File: config.mk
export PLATFORM = sky130hd
export DESIGN_NAME = iq_lockin_demod
export DESIGN_NICKNAME = d
export VERILOG_FILES = /design/src/rtl/iq_lockin_demod.sv
export SDC_FILE = /design/constraint.sdc
export NUM_CORES = 1
export LEC_CHECK = 0
export BUFFER_PORTS_ARGS = -buffer_cell sky130_fd_sc_hd__buf_4
export CAP_MARGIN = 10
export CORE_MARGIN = 8
export CORE_UTILIZATION = 35
export CTS_CLUSTER_SIZE = 25
export DETAILED_ROUTE_END_ITERATION = 8
export GPL_ROUTABILITY_DRIVEN = 1
export GPL_TIMING_DRIVEN = 0
export PLACE_DENSITY = 0.49
export SKIP_CTS_REPAIR_TIMING = 1
export SLEW_MARGIN = 0
export SYNTH_ARGS = -nofsm -noshare
export SYNTH_HDL_FRONTEND = slang
export SYNTH_SLANG_ARGS = --single-unit
File: constraint.sdc
create_clock -name s_axis_aclk -period 7.5 [get_ports s_axis_aclk]
set_input_delay 0.375 -clock s_axis_aclk [delete_from_list [all_inputs] [get_ports s_axis_aclk]]
set_output_delay 0.375 -clock s_axis_aclk [all_outputs]
set_load 0.02 [all_outputs]
File: src/rtl/iq_lockin_demod.sv
// Multi-channel quadrature lock-in demodulator: square-wave I/Q mixing per channel,
// integrate-and-dump decimation by DECIM, and a first-word-fall-through output FIFO.
module iq_lockin_demod #(
  parameter int DW         = 24,
  parameter int NCH        = 4,
  parameter int PHW        = 16,
  parameter int DECIM      = 64,
  parameter int FIFO_DEPTH = 8,
  localparam int CW        = (NCH > 1) ? $clog2(NCH) : 1
) (
  input  logic                 s_axis_aclk,
  input  logic                 s_axis_aresetn,
  input  logic signed [DW-1:0] s_axis_tdata,
  input  logic                 s_axis_tvalid,
  output logic                 s_axis_tready,
  input  logic [CW-1:0]        s_axis_tuser,
  input  logic [PHW-1:0]       phase_inc,
  output logic [2*DW-1:0]      m_axis_tdata,
  output logic                 m_axis_tvalid,
  input  logic                 m_axis_tready,
  output logic [CW-1:0]        m_axis_tuser
);

  localparam int LD  = $clog2(DECIM);
  localparam int AW  = DW + LD + 1;
  localparam int FAW = (FIFO_DEPTH > 1) ? $clog2(FIFO_DEPTH) : 1;
  localparam int FCW = $clog2(FIFO_DEPTH + 1);
  localparam int OW  = 2*DW + CW;

  logic                 aresetn_q;
  logic [PHW-1:0]       phAcc_q   [NCH];
  logic [PHW-1:0]       phAcc_d   [NCH];
  logic signed [AW-1:0] accI_q    [NCH];
  logic signed [AW-1:0] accI_d    [NCH];
  logic signed [AW-1:0] accQ_q    [NCH];
  logic signed [AW-1:0] accQ_d    [NCH];
  logic [LD-1:0]        sampCnt_q [NCH];
  logic [LD-1:0]        sampCnt_d [NCH];

  logic                 s1Valid_q, s1Valid_d;
  logic signed [DW-1:0] s1Data_q, s1Data_d;
  logic [CW-1:0]        s1Ch_q, s1Ch_d;
  logic                 s1INeg_q, s1INeg_d;
  logic                 s1QNeg_q, s1QNeg_d;

  logic [OW-1:0]        fifoMem_q [FIFO_DEPTH];
  logic [FAW-1:0]       rdPtr_q, rdPtr_d;
  logic [FAW-1:0]       wrPtr_q, wrPtr_d;
  logic [FCW-1:0]       fifoCnt_q, fifoCnt_d;

  logic                 accept, chValid, dumpHit, push, pop;
  logic [PHW-1:0]       inPhase;
  logic signed [AW-1:0] xExt, mixI, mixQ, sumI, sumQ;
  logic [OW-1:0]        dumpWord;

  // Holding back two slots covers the stage-1 sample plus the dump already in flight.
  assign s_axis_tready = aresetn_q && (fifoCnt_q <= FCW'(FIFO_DEPTH - 3));
  assign accept        = s_axis_tvalid && s_axis_tready;
  assign chValid       = accept && ({1'b0, s_axis_tuser} < (CW+1)'(NCH));
  assign inPhase       = phAcc_q[s_axis_tuser];

  assign xExt     = {{(AW-DW){s1Data_q[DW-1]}}, s1Data_q};
  assign mixI     = s1INeg_q ? -xExt : xExt;
  assign mixQ     = s1QNeg_q ? -xExt : xExt;
  assign sumI     = accI_q[s1Ch_q] + mixI;
  assign sumQ     = accQ_q[s1Ch_q] + mixQ;
  assign dumpHit  = s1Valid_q && (sampCnt_q[s1Ch_q] == LD'(DECIM - 1));
  assign dumpWord = {s1Ch_q, DW'(sumQ >>> LD), DW'(sumI >>> LD)};
  assign push     = dumpHit;
  assign pop      = (fifoCnt_q != '0) && m_axis_tready;

  always_comb begin
    phAcc_d   = phAcc_q;
    accI_d    = accI_q;
    accQ_d    = accQ_q;
    sampCnt_d = sampCnt_q;
    s1Valid_d = chValid;
    s1Data_d  = s_axis_tdata;
    s1Ch_d    = s_axis_tuser;
    s1INeg_d  = inPhase[PHW-1] ^ inPhase[PHW-2];
    s1QNeg_d  = inPhase[PHW-1];
    if (chValid) begin
      phAcc_d[s_axis_tuser] = inPhase + phase_inc;
    end
    if (s1Valid_q) begin
      if (dumpHit) begin
        accI_d[s1Ch_q]    = '0;
        accQ_d[s1Ch_q]    = '0;
        sampCnt_d[s1Ch_q] = '0;
      end else begin
        accI_d[s1Ch_q]    = sumI;
        accQ_d[s1Ch_q]    = sumQ;
        sampCnt_d[s1Ch_q] = sampCnt_q[s1Ch_q] + 1'b1;
      end
    end
  end

  always_comb begin
    wrPtr_d   = wrPtr_q;
    rdPtr_d   = rdPtr_q;
    fifoCnt_d = fifoCnt_q;
    if (push) begin
      wrPtr_d = (wrPtr_q == FAW'(FIFO_DEPTH - 1)) ? '0 : wrPtr_q + 1'b1;
    end
    if (pop) begin
      rdPtr_d = (rdPtr_q == FAW'(FIFO_DEPTH - 1)) ? '0 : rdPtr_q + 1'b1;
    end
    case ({push, pop})
      2'b10:   fifoCnt_d = fifoCnt_q + 1'b1;
      2'b01:   fifoCnt_d = fifoCnt_q - 1'b1;
      default: fifoCnt_d = fifoCnt_q;
    endcase
  end

  always_ff @(posedge s_axis_aclk) begin
    if (!s_axis_aresetn) begin
      aresetn_q <= 1'b0;
      for (int c = 0; c < NCH; c++) begin
        phAcc_q[c]   <= '0;
        accI_q[c]    <= '0;
        accQ_q[c]    <= '0;
        sampCnt_q[c] <= '0;
      end
      s1Valid_q <= 1'b0;
      s1Data_q  <= '0;
      s1Ch_q    <= '0;
      s1INeg_q  <= 1'b0;
      s1QNeg_q  <= 1'b0;
      rdPtr_q   <= '0;
      wrPtr_q   <= '0;
      fifoCnt_q <= '0;
    end else begin
      aresetn_q <= 1'b1;
      phAcc_q   <= phAcc_d;
      accI_q    <= accI_d;
      accQ_q    <= accQ_d;
      sampCnt_q <= sampCnt_d;
      s1Valid_q <= s1Valid_d;
      s1Data_q  <= s1Data_d;
      s1Ch_q    <= s1Ch_d;
      s1INeg_q  <= s1INeg_d;
      s1QNeg_q  <= s1QNeg_d;
      rdPtr_q   <= rdPtr_d;
      wrPtr_q   <= wrPtr_d;
      fifoCnt_q <= fifoCnt_d;
    end
  end

  // Storage needs no reset: the read side is gated by the occupancy count.
  always_ff @(posedge s_axis_aclk) begin
    if (push) begin
      fifoMem_q[wrPtr_q] <= dumpWord;
    end
  end

  assign m_axis_tvalid = (fifoCnt_q != '0);
  assign {m_axis_tuser, m_axis_tdata} = m_axis_tvalid ? fifoMem_q[rdPtr_q] : '0;

endmodule

; ---- Word-level counts from Yosys, hierarchy flattened
; Memory sizes are Yosys's and may differ from the RTL's. A register that Yosys moved wholly into a read port is not among the register bits.
; Cells that the tools add are included.
[op_classes]
addsub = 9
order_cmp = 5
n_eq_ne = 5
n_mux = 36
n_bitwise = 8
n_reduce_logical = 8
[op_table]
columns = op, n
row1 = AND 124 bit, 2
row2 = bitwise mux 124 bit, 2
row3 = 2-to-1 mux 124 bit, 2
row4 = 2-to-1 mux 31 bit, 7
row5 = binary-select mux 31 bit (select 2 bit), 2
row6 = NOT 124 bit, 1
row7 = bitwise mux 64 bit, 1
row8 = adder 31 bit, 2
row9 = demux 31 bit (select 2 bit), 1
row10 = 2-to-1 mux 50 bit, 1
row11 = 2-to-1 mux 16 bit, 3
row12 = binary-select mux 16 bit (select 2 bit), 1
row13 = demux 16 bit (select 2 bit), 1
row14 = negator 24 -> 31 bit, 1
row15 = AND 24 bit, 1
row16 = bitwise mux 24 bit, 1
row17 = 2-to-1 mux 24 bit, 1
row18 = NOT 24 bit, 1
row19 = 2-to-1 mux 6 bit, 3
row20 = adder 16 bit, 1
row21 = binary-select mux 6 bit (select 2 bit), 1
row22 = demux 6 bit (select 2 bit), 1
row23 = 2-to-1 mux 3 bit, 4
row24 = one-hot mux 4 bit (2 select lines), 1
row25 = other kinds (17), 29
[word_totals]
ff_bits = 376
mem_bits_rw = 400
in_bits = 46
output_inout_bits = 52
word_cells = 97
memories = 1
[memory_table]
columns = name, depth, width, rd, rd_ports_with_merged_regs, wr, line
row1 = fifoMem_q, 8, 50, 1, 1, 1, 46  ; logic [OW-1:0] fifoMem_q [FIFO_DEPTH];

; ---- Depth between registers and ports, before layout
; Gate-level depths: netlist of run 1.
[logic_depth]
ltp_word = 8
depth_mapped = 19
mapped_depth_nobuf = 17

; ---- Worst setup path before layout of run 1
; Ideal clock, no wire load.
[synth_path]
path_kind = register to register
from = register s1Ch_q[0]
to = memory fifoMem_q[2][0] (netlist name) (enable)
setup_ps = 599
arrival_ps = 7026
required_time_ps = 6901
setup_slack_ps = -125
stages_incl_launch_ff = 11
path_buffers = 4
synth_period_minus_slack_ps = 7625
path_cell_list = dfxtp_1 buf_6 mux4_2 ha_1 and2_1 and3_1 buf_4 inv_2 buf_4 buf_2 nor4b_1
[synth_between]
elab_chain_len = 8
[synth_rtl]
columns = element, line
row1 = "start, declared", 42  ; logic [CW-1:0] s1Ch_q, s1Ch_d;
row2 = "start signal, assigned", 140  ; s1Ch_q <= s1Ch_d;
row3 = NOT 2 -> 3 bit (implied by the code), 67  ; assign dumpHit = s1Valid_q && (sampCnt_q[s1Ch_q] == LD'(DECIM - 1));
row4 = binary-select mux 6 bit (select 2 bit), 67
row5 = 2-to-1 mux 6 bit (implied by the code) (2 in series), 67
row6 = equality test 6 bit, 67
row7 = logical AND 1 bit, 67
row8 = 2-to-1 mux 1 bit, 151  ; if (push) begin
row9 = 2-to-1 mux 1 bit (implied by the code), 152  ; fifoMem_q[wrPtr_q] <= dumpWord;
row10 = "end, declared", 46
; Every way passes these cells. The select of a mux whose other input is x is not followed.

; ---- Worst setup path in the final report of run 1
[layout_path]
from = register s1Ch_q[1]
to = memory fifoMem_q[1][46] (netlist name) (data pin)
[layout_between]
elab_chain_len = 5
[layout_rtl]
columns = element, line
row1 = NOT 2 -> 3 bit (implied by the code), 66  ; assign sumQ = accQ_q[s1Ch_q] + mixQ;
row2 = binary-select mux 31 bit (select 2 bit), 66
row3 = 2-to-1 mux 31 bit (implied by the code) (2 in series), 66
row4 = adder 31 bit, 66
row5 = net sumQ[28], 53  ; logic signed [AW-1:0] xExt, mixI, mixQ, sumI, sumQ;
; The timed path passes the listed nets, and every way through them passes these cells. The select of a mux whose other input is x is not followed.

==> results of run 1 <==
## power by group through the flow
stage               combinational, mW  sequential [mW]  clock, mW
finish                          0.629             4.53       4.33
global route                    0.671             4.53       4.59
CTS                             0.608             4.53       4.43
detailed placement              0.606             4.62          0
global placement                0.580             4.62          0
floorplan                       0.360             4.60          0
## cell usage in the layout (no fill, tap or decap), drive strengths merged, types with 18 or more instances in the layout
cell and n:
edfxtp 400, nand2 376, dfxtp 371, clkbuf 252, buf 212, mux4 182
o21ai 157, nand3 125, a21boi 123, nor2 118, and2 83, ha 82
xnor2 82, a22o 72, a21oi 67, mux2i 52, inv 46, nor3 37
nor2b 30, clkinv 27, a21o 25, xor2 25, dlygate4sd3 24, nand2b 18
## sequential cells by signal, summed over array words and instances, names as in the netlist, named ones only
register and count:
phAcc_q 64, fifoCnt_q 4, fifoMem_q 400, s1QNeg_q 1, accI_q 120, s1Data_q 24, accQ_q 120, aresetn_q 1
s1Valid_q 1, s1INeg_q 1, sampCnt_q 24, s1Ch_q 2, wrPtr_q 3, rdPtr_q 3
## per-stage QoR
stage	utilization, %	hold slack [ps]	TNS, ps
2_1_floorplan	-	403	0
3_3_place_gp	37.7	430	-1287070
3_5_place_dp	38.4	444	0
4_1_cts	41.3	-138	0
5_1_grt	41.6	9.46	0
6_report	41.6	17.8	0
## routing by layer
layer  routed length (um)  track usage (%)
met5                    0                0
met4                 4060             7.37
met3                 7500             3.79
met1                49400             26.4
met2                52900             32.0
## Yosys cell counts, drive strengths merged, types with 9 or more instances
library cell / number
inv: 37
o211a: 12
or4: 15
o211ai: 15
and2: 83
a21oi: 67
buf: 51
xor2: 25
o21a: 9
mux4: 182
clkbuf: 138
nand2: 376
nand3: 125
nand4: 16
nor2: 118
ha: 82
nor3: 37
mux2i: 52
and3: 13
dfxtp: 371
a21o: 25
nor2b: 30
a21boi: 123
edfxtp: 400
a22o: 72
or3: 15
nand2b: 18
o21ai: 157
xnor2: 82
o31ai: 10
o311ai: 13
a211oi: 13
## cells by family after synthesis
group	Yosys count	synth area share, %
buffers and inverters	230	2.77
and+or+nand+nor	874	11.8
xor gates and xnor gates	107	2.69
DFF	771	55.0
muxes	234	13.1
adders and majority gates	86	3.13
AOI/OAI and AO/OA	586	11.6
## worst min-delay path by stage
stage / slack, ps / endpoint / cells past startpoint / startpoint
after floorplan: 400 / aresetn_q$_DFF_P_ / 0 / s_axis_aresetn
after global placement: 430 / accI_q[45]$_SDFFE_PN0P_ / 2 / accI_q[45]$_SDFFE_PN0P_
after detailed placement: 440 / accQ_q[34]$_SDFFE_PN0P_ / 2 / accQ_q[34]$_SDFFE_PN0P_
after CTS: -140 / s1Data_q[3]$_SDFF_PN0_ / 2 / s_axis_tdata[3]
after global routing: 9 / s1Data_q[21]$_SDFF_PN0_ / 2 / s_axis_tdata[21]
final: 20 / s1Data_q[21]$_SDFF_PN0_ / 2 / s_axis_tdata[21]
## final cells by class
type	count	area, um2	share of cell area, %
well taps	1298	1620	3.90
repair buffers	185	1660	3.97
clock inverters	44	519	1.25
multi-input cells	1887	15000	36.1
plain buffers	193	840	2.02
inverters	37	139	0.333
flip-flops and latches	771	19400	46.7
clock buffers	114	2400	5.76
diodes	5	12.5	0.0300
==> metrics.md, run 1 <==
| Metric | Value |
|---|---|
| Vias per std cell | `around 5.6` |
| DP Area | `just under 40,000 um2` |
| Syn avg cell area | `roughly 12 um2` |
| Initial antenna violation count | `2` |
| H-tree levels | `3` |
| Routability-driven placement congestion ratio | `roughly 0.9` |
| Largest cells by area after synthesis | `edfxtp_1 (34%), dfxtp_1 (21%), mux4_2 (12%), nand2_1 (4.0%), ha_1 (2.9%)` |
| P_int | `around 7.2 mW` |
| Final setup violating endpoints | `0` |
| Pin count of the biggest net entering global routing | `23` |
| CTS tree | `done` |
| TritonCTS Buffers | `86` |
| Final slew viol count | `0` |
| First-pass GRT wire length | `167,000 um` |
| Initial DRC count | `about 2,400` |
| Die area | `about 110,000 um2` |
| Slowest cell on the critical path | `clkbuf_1` |
| Post-layout min period | `roughly 6600 ps` |
| Share of cells above drive strength 1 | `between 15 and 20%` |
| Period utilisation layout | `just under 90%` |
| Most frequently used flop master after synthesis | `edfxtp_1` |
| Worst-skew pair later-pin latency | `between 600 and 700 ps` |
| Design Power | `9.49 mW` |
| Max Clk Rate | `0.152 GHz` |
| Worst r2r src | `s1Ch_q[1]$_SDFF_PN0_` |
| Comb power frac | `between 6 and 7%` |
| Worst-margin pin slew | `between 1000 and 1500 ps` |
| Clock Pin Slew Worst Setup and Hold Paths | `around 60 ps` |
| Syn nets | `3,020` |
| Clk sinks | `roughly 770` |
| Final #Nets | `between 3,000 and 4,000` |
| Detailed Routing Iterations Pass 1 | `8` |
| WP data required | `7790 ps` |
| Worst-path maximum fanout | `10` |
| Reg power frac | `a little under half` |
| Final global-route overflow total | `0` |
| Vias in the first global route | `around 25,000` |
| CP Capture Type | `flip-flop` |
| Final Hold Fails | `0` |
| Reg-to-reg endpoint | `fifoMem_q[1][46]$_DFFE_PP_` |
| Stages on the worst setup path | `13` |
| Cell variety after synth | `90` |
| Gr usage total | `19.8%` |
| Static leakage | `about 14 nW` |
| Seq/Total Area, Yosys | `55.0%` |
| Fin area | `about 42,000 um2` |
| Chip Height | `334 um` |
| Worst Setup SP | `s1Ch_q[1]$_SDFF_PN0_` |
| Switching pwr | `~2.3 mW` |
| Maxcap violations | `0` |
| Clk buf depth | `3` |
| Ys async rst share | `0%` |
| Routed wire length per instance | `25.1 um` |
| Synthesized area | `about 35,000 um2` |
| Post-synth EDFFs | `400` |
| Worst vdd ir | `0.162 mV` |
| CP dominant cell by count | `clkbuf_1` |
| R2R Setup Slk | `approximately 900 ps` |
| Worst rel slew slack | `between 10 and 15%` |
| Termination of the worst setup path | `fifoMem_q[1][46]$_DFFE_PP_` |
| Post-Layout Cell Count | `about 4,500` |
| Post-Route Skew | `50.0 ps` |
| Place WS | `1020 ps` |
| Drt drc | `0` |
| Placed insts | `4,340` |
| Core ar. | `100,000 um2` |
| Post-DRT Antenna Nets | `0` |
| Class of the most critical setup path | `flip-flop to flip-flop` |
| Layout fillers | `9,381` |
| Area growth from synthesis to final layout | `17.8%` |
| Post-Synthesis Cells | `~2,900` |
| Ports | `a little under 100` |
| Crit-path cells | `buf_6, clkbuf_1, clkbuf_1, mux4_2, ha_1, fa_1, a211oi_1, o21bai_1, a2111o_1, o2111ai_1, a2111oi_0, nor3_2, xnor2_1` |
| I/O Buffers | `97` |
| Family with the most delay on the worst path | `buffers and inverters` |
| Crit path DAT | `roughly 7000 ps` |
| Switching share of power | `a little under a quarter` |
| Setup ws final | `~900 ps` |
| Vias | `around 25,000` |
| Status | `complete, no violations` |
| Yosys top cell by area | `edfxtp_1` |
| Post-Route WL | `about 110,000 um` |
| Synth warn | `0` |
| Row cnt | `roughly 120` |
| Yosys reg bits | `approximately 770` |
| Chip Width | `~330 um` |
| Root buf cell | `clkbuf_16` |
| Slowest stage delay, CP | `just over 900 ps` |
| R2R cell count | `13` |
| HPWL after DPL | `slightly above 80,000 um` |
| Area share of the largest cell type after synthesis | `between 30% and 40%` |
| Clock Power Share | `a little under half` |
| Unrepaired setup endpoints after global routing | `false` |
| HP Class | `input port to flip-flop` |
| Starting density of the core | `a little over a third` |
| Power Density | `roughly 230 nW/um2` |
| Buffers and inverters on the worst path | `3` |
| Startpoint types | `flip-flop` |
(Power assumes the default switching activity.)
==> inputs of run 2 (changes only) <==
- CORE_ASPECT_RATIO: unset -> 1.25
- TNS_END_PERCENT: unset -> 1
==> metrics.md, run 2 (same netlist as run 1, synthesis figures left out) <==
| Metric | Value |
|---|---|
| First-pass GRT wire length | `between 150,000 and 200,000 um` |
| Core ar. | `about 100,000 um2` |
| Final #Nets | `between 3,000 and 4,000` |
| Chip Height | `371 um` |
| CTS tree | `done` |
| Startpoint types | `flip-flop` |
| Static leakage | `~14 nW` |
| Initial antenna violation count | `3` |
| Commonest non-fill, non-tap cell in the layout | `edfxtp_1` |
| Worst r2r src | `s1Ch_q[1]$_SDFF_PN0_` |
| Worst rel slew slack | `12.0%` |
| Clock Pin Slew Worst Setup and Hold Paths | `approximately 60 ps` |
| Slowest cell on the critical path | `clkbuf_1` |
| I/O Buffers | `97` |
| H-tree levels | `3` |
| Crit-path cells | `buf_6, clkbuf_1, clkbuf_1, mux4_2, ha_1, fa_1, a211oi_1, o21bai_1, a2111o_1, o2111ai_1, a2111oi_0, nor3_2, xnor2_1` |
| Hold Path Stages | `2` |
| Vias per std cell | `about 5.5` |
| Area growth from synthesis to final layout | `17.2%` |
| CP dominant cell by count | `clkbuf_1` |
| Clk sinks | `around 770` |
| Final global-route overflow total | `0` |
| Clock Power Share | `44.3%` |
| Root buf cell | `clkbuf_16` |
| Ports | `98` |
| Switching share of power | `between 20% and 30%` |
| Hold Startpoint | `s_axis_tvalid` |
| Biggest register | `fifoMem_q` |
| Initial DRC count | `roughly 2,200` |
| Share of cells above drive strength 1 | `around 17%` |
| R2R cell count | `13` |
| Placed insts | `roughly 4,400` |
| Starting density of the core | `a little over a third` |
| Worst Hold Path EP | `s1Valid_q$_SDFF_PN0_` |
| Chip Width | `between 300 and 400 um` |
| Drt drc | `0` |
| Reg-to-reg endpoint | `fifoMem_q[2][46]$_DFFE_PP_` |
| Gr usage total | `between 10% and 20%` |
| Design Power | `between 9 and 10 mW` |
| TritonCTS Buffers | `78` |
| Pin count of the biggest net entering global routing | `21` |
| Unrepaired setup endpoints after global routing | `false` |
| Routability-driven placement congestion ratio | `between 0.9 and 1` |
| Worst-path maximum fanout | `10` |
| Maxcap violations | `0` |
| Vias | `25,100` |
| Max Clk Rate | `0.152 GHz` |
| Reg power frac | `49.0%` |
| Switching pwr | `2.15 mW` |
| Max reg flops | `400` |
| Buffers and inverters on the worst path | `3` |
| Class of the most critical setup path | `flip-flop to flip-flop` |
| Power Density | `about 220 nW/um2` |
| HPWL after DPL | `approximately 84,000 um` |
| Worst-skew pair later-pin latency | `640 ps` |
| HP Class | `input port to flip-flop` |
| CP Capture Type | `flip-flop` |
| Final Hold Fails | `0` |
| Final core utilization | `41.3%` |
| Worst vdd ir | `between 0.15 and 0.2 mV` |
| Period utilisation layout | `between 80% and 90%` |
| Post-layout min period | `~6600 ps` |
| Comb power frac | `between 6 and 7%` |
| P_int | `around 7.1 mW` |
| Slowest stage delay, CP | `1000 ps` |
| Vias in the first global route | `roughly 25,000` |
| Row cnt | `130` |
| Clk buf depth | `3` |
| Post-Layout Cell Count | `around 4,500` |
| Final setup violating endpoints | `0` |
| Post-Route WL | `around 110,000 um` |
| Post-DRT Antenna Nets | `0` |
| Final slew viol count | `0` |
| Routed wire length per instance | `25.1 um` |
| Status | `complete, no violations` |
| Crit path DAT | `6850 ps` |
| WP data required | `between 7000 and 8000 ps` |
| Worst-margin pin slew | `around 1300 ps` |
| Family with the most delay on the worst path | `buffers and inverters` |
| Top Registers | `fifoMem_q (400), accI_q (120), accQ_q (120)` |
| Die area | `between 100,000 and 150,000 um2` |
| Most frequent cells in the layout | `edfxtp_1 (400), nand2_1 (376), dfxtp_1 (371), mux4_2 (181), clkbuf_1 (152)` |
| Detailed Routing Iterations Pass 1 | `6` |
| R2R Setup Slk | `approximately 900 ps` |
| Post-Route Skew | `around 29 ps` |
[run 2: cell types whose count changed in the layout (fill, tap and decap cells not counted), moves of 3 or more]
cell / delta
clkinv_2: -5
diode_2: -4
bufinv_16: +4
clkbuf_16: -10
buf_8: +4
buf_4: +3
clkinvlp_4: +3
[run 2: cell type report]
| class | count | area, um2 |
|---|---|---|
| multi-input combinational | 1887 | 15000 |
| clock inverter | 39 | 519 |
| tap | 1320 | 1650 |
| clock buffer | 102 | 2140 |
| fill | 9377 | 58900 |
| timing repair buffer | 190 | 1690 |
| inverter | 37 | 139 |
| buffer | 193 | 841 |
| antenna | 1 | 2.50 |
| sequential | 771 | 19400 |
[run 2: worst max-delay path by stage]
| stage | startpoint | to | slack, ps | cells after the start |
|---|---|---|---|---|
| detailed placement | s1Ch_q[1]$_SDFF_PN0_ | fifoMem_q[4][46]$_DFFE_PP_ | 1050 | 13 |
| finish | s1Ch_q[1]$_SDFF_PN0_ | fifoMem_q[2][46]$_DFFE_PP_ | 910 | 13 |
| global placement | s1Ch_q[0]$_SDFF_PN0_ | fifoMem_q[1][38]$_DFFE_PP_ | -7380 | 10 |
| floorplan | s1Ch_q[0]$_SDFF_PN0_ | fifoMem_q[1][0]$_DFFE_PP_ | -100 | 10 |
| global route | s1Ch_q[1]$_SDFF_PN0_ | fifoMem_q[0][46]$_DFFE_PP_ | 740 | 13 |
| CTS | s1Ch_q[1]$_SDFF_PN0_ | fifoMem_q[2][46]$_DFFE_PP_ | 1010 | 13 |
[run 2: worst register-to-register path, cell delays in order, from the launching register on]
cell and delay [ps]:
dfxtp_1 530, buf_6 260, clkbuf_1 460, clkbuf_1 1000
mux4_2 440, ha_1 280, fa_1 500, a211oi_1 320
o21bai_1 210, a2111o_1 490, o2111ai_1 250, a2111oi_0 240
nor3_2 810, xnor2_1 440
[run 2: power by group through the flow]
stage / clock network [mW] / logic [mW] / registers [mW]
5_1_grt: 4.35 / 0.671 / 4.53
3_5_place_dp: 0 / 0.605 / 4.62
3_3_place_gp: 0 / 0.584 / 4.62
6_report: 4.09 / 0.627 / 4.53
2_1_floorplan: 0 / 0.360 / 4.60
4_1_cts: 4.18 / 0.607 / 4.53
[run 2: through the flow]
step | hold WS [ps] | TNS [ps] | setup WS, ps | cell area [um2]
detailed placement | 441 | 0 | 1050 | 38500
floorplan | 403 | -4800 | -96.1 | 35400
finish | 13.8 | 0 | 910 | 41400
CTS | -108 | 0 | 1010 | 41100
global route | 14.0 | 0 | 736 | 41400
global placement | 430 | -1565660 | -7380 | 37700
[run 2: per-layer routing]
metal | vias up | GRT usage (%) | routed length, um
met2 | 907 | 34.5 | 55800
met3 | 244 | 2.72 | 6120
li1 | 11300 | - | -
met1 | 12600 | 25.5 | 47900
met4 | 0 | 7.05 | 4290
met5 | - | 0 | 0
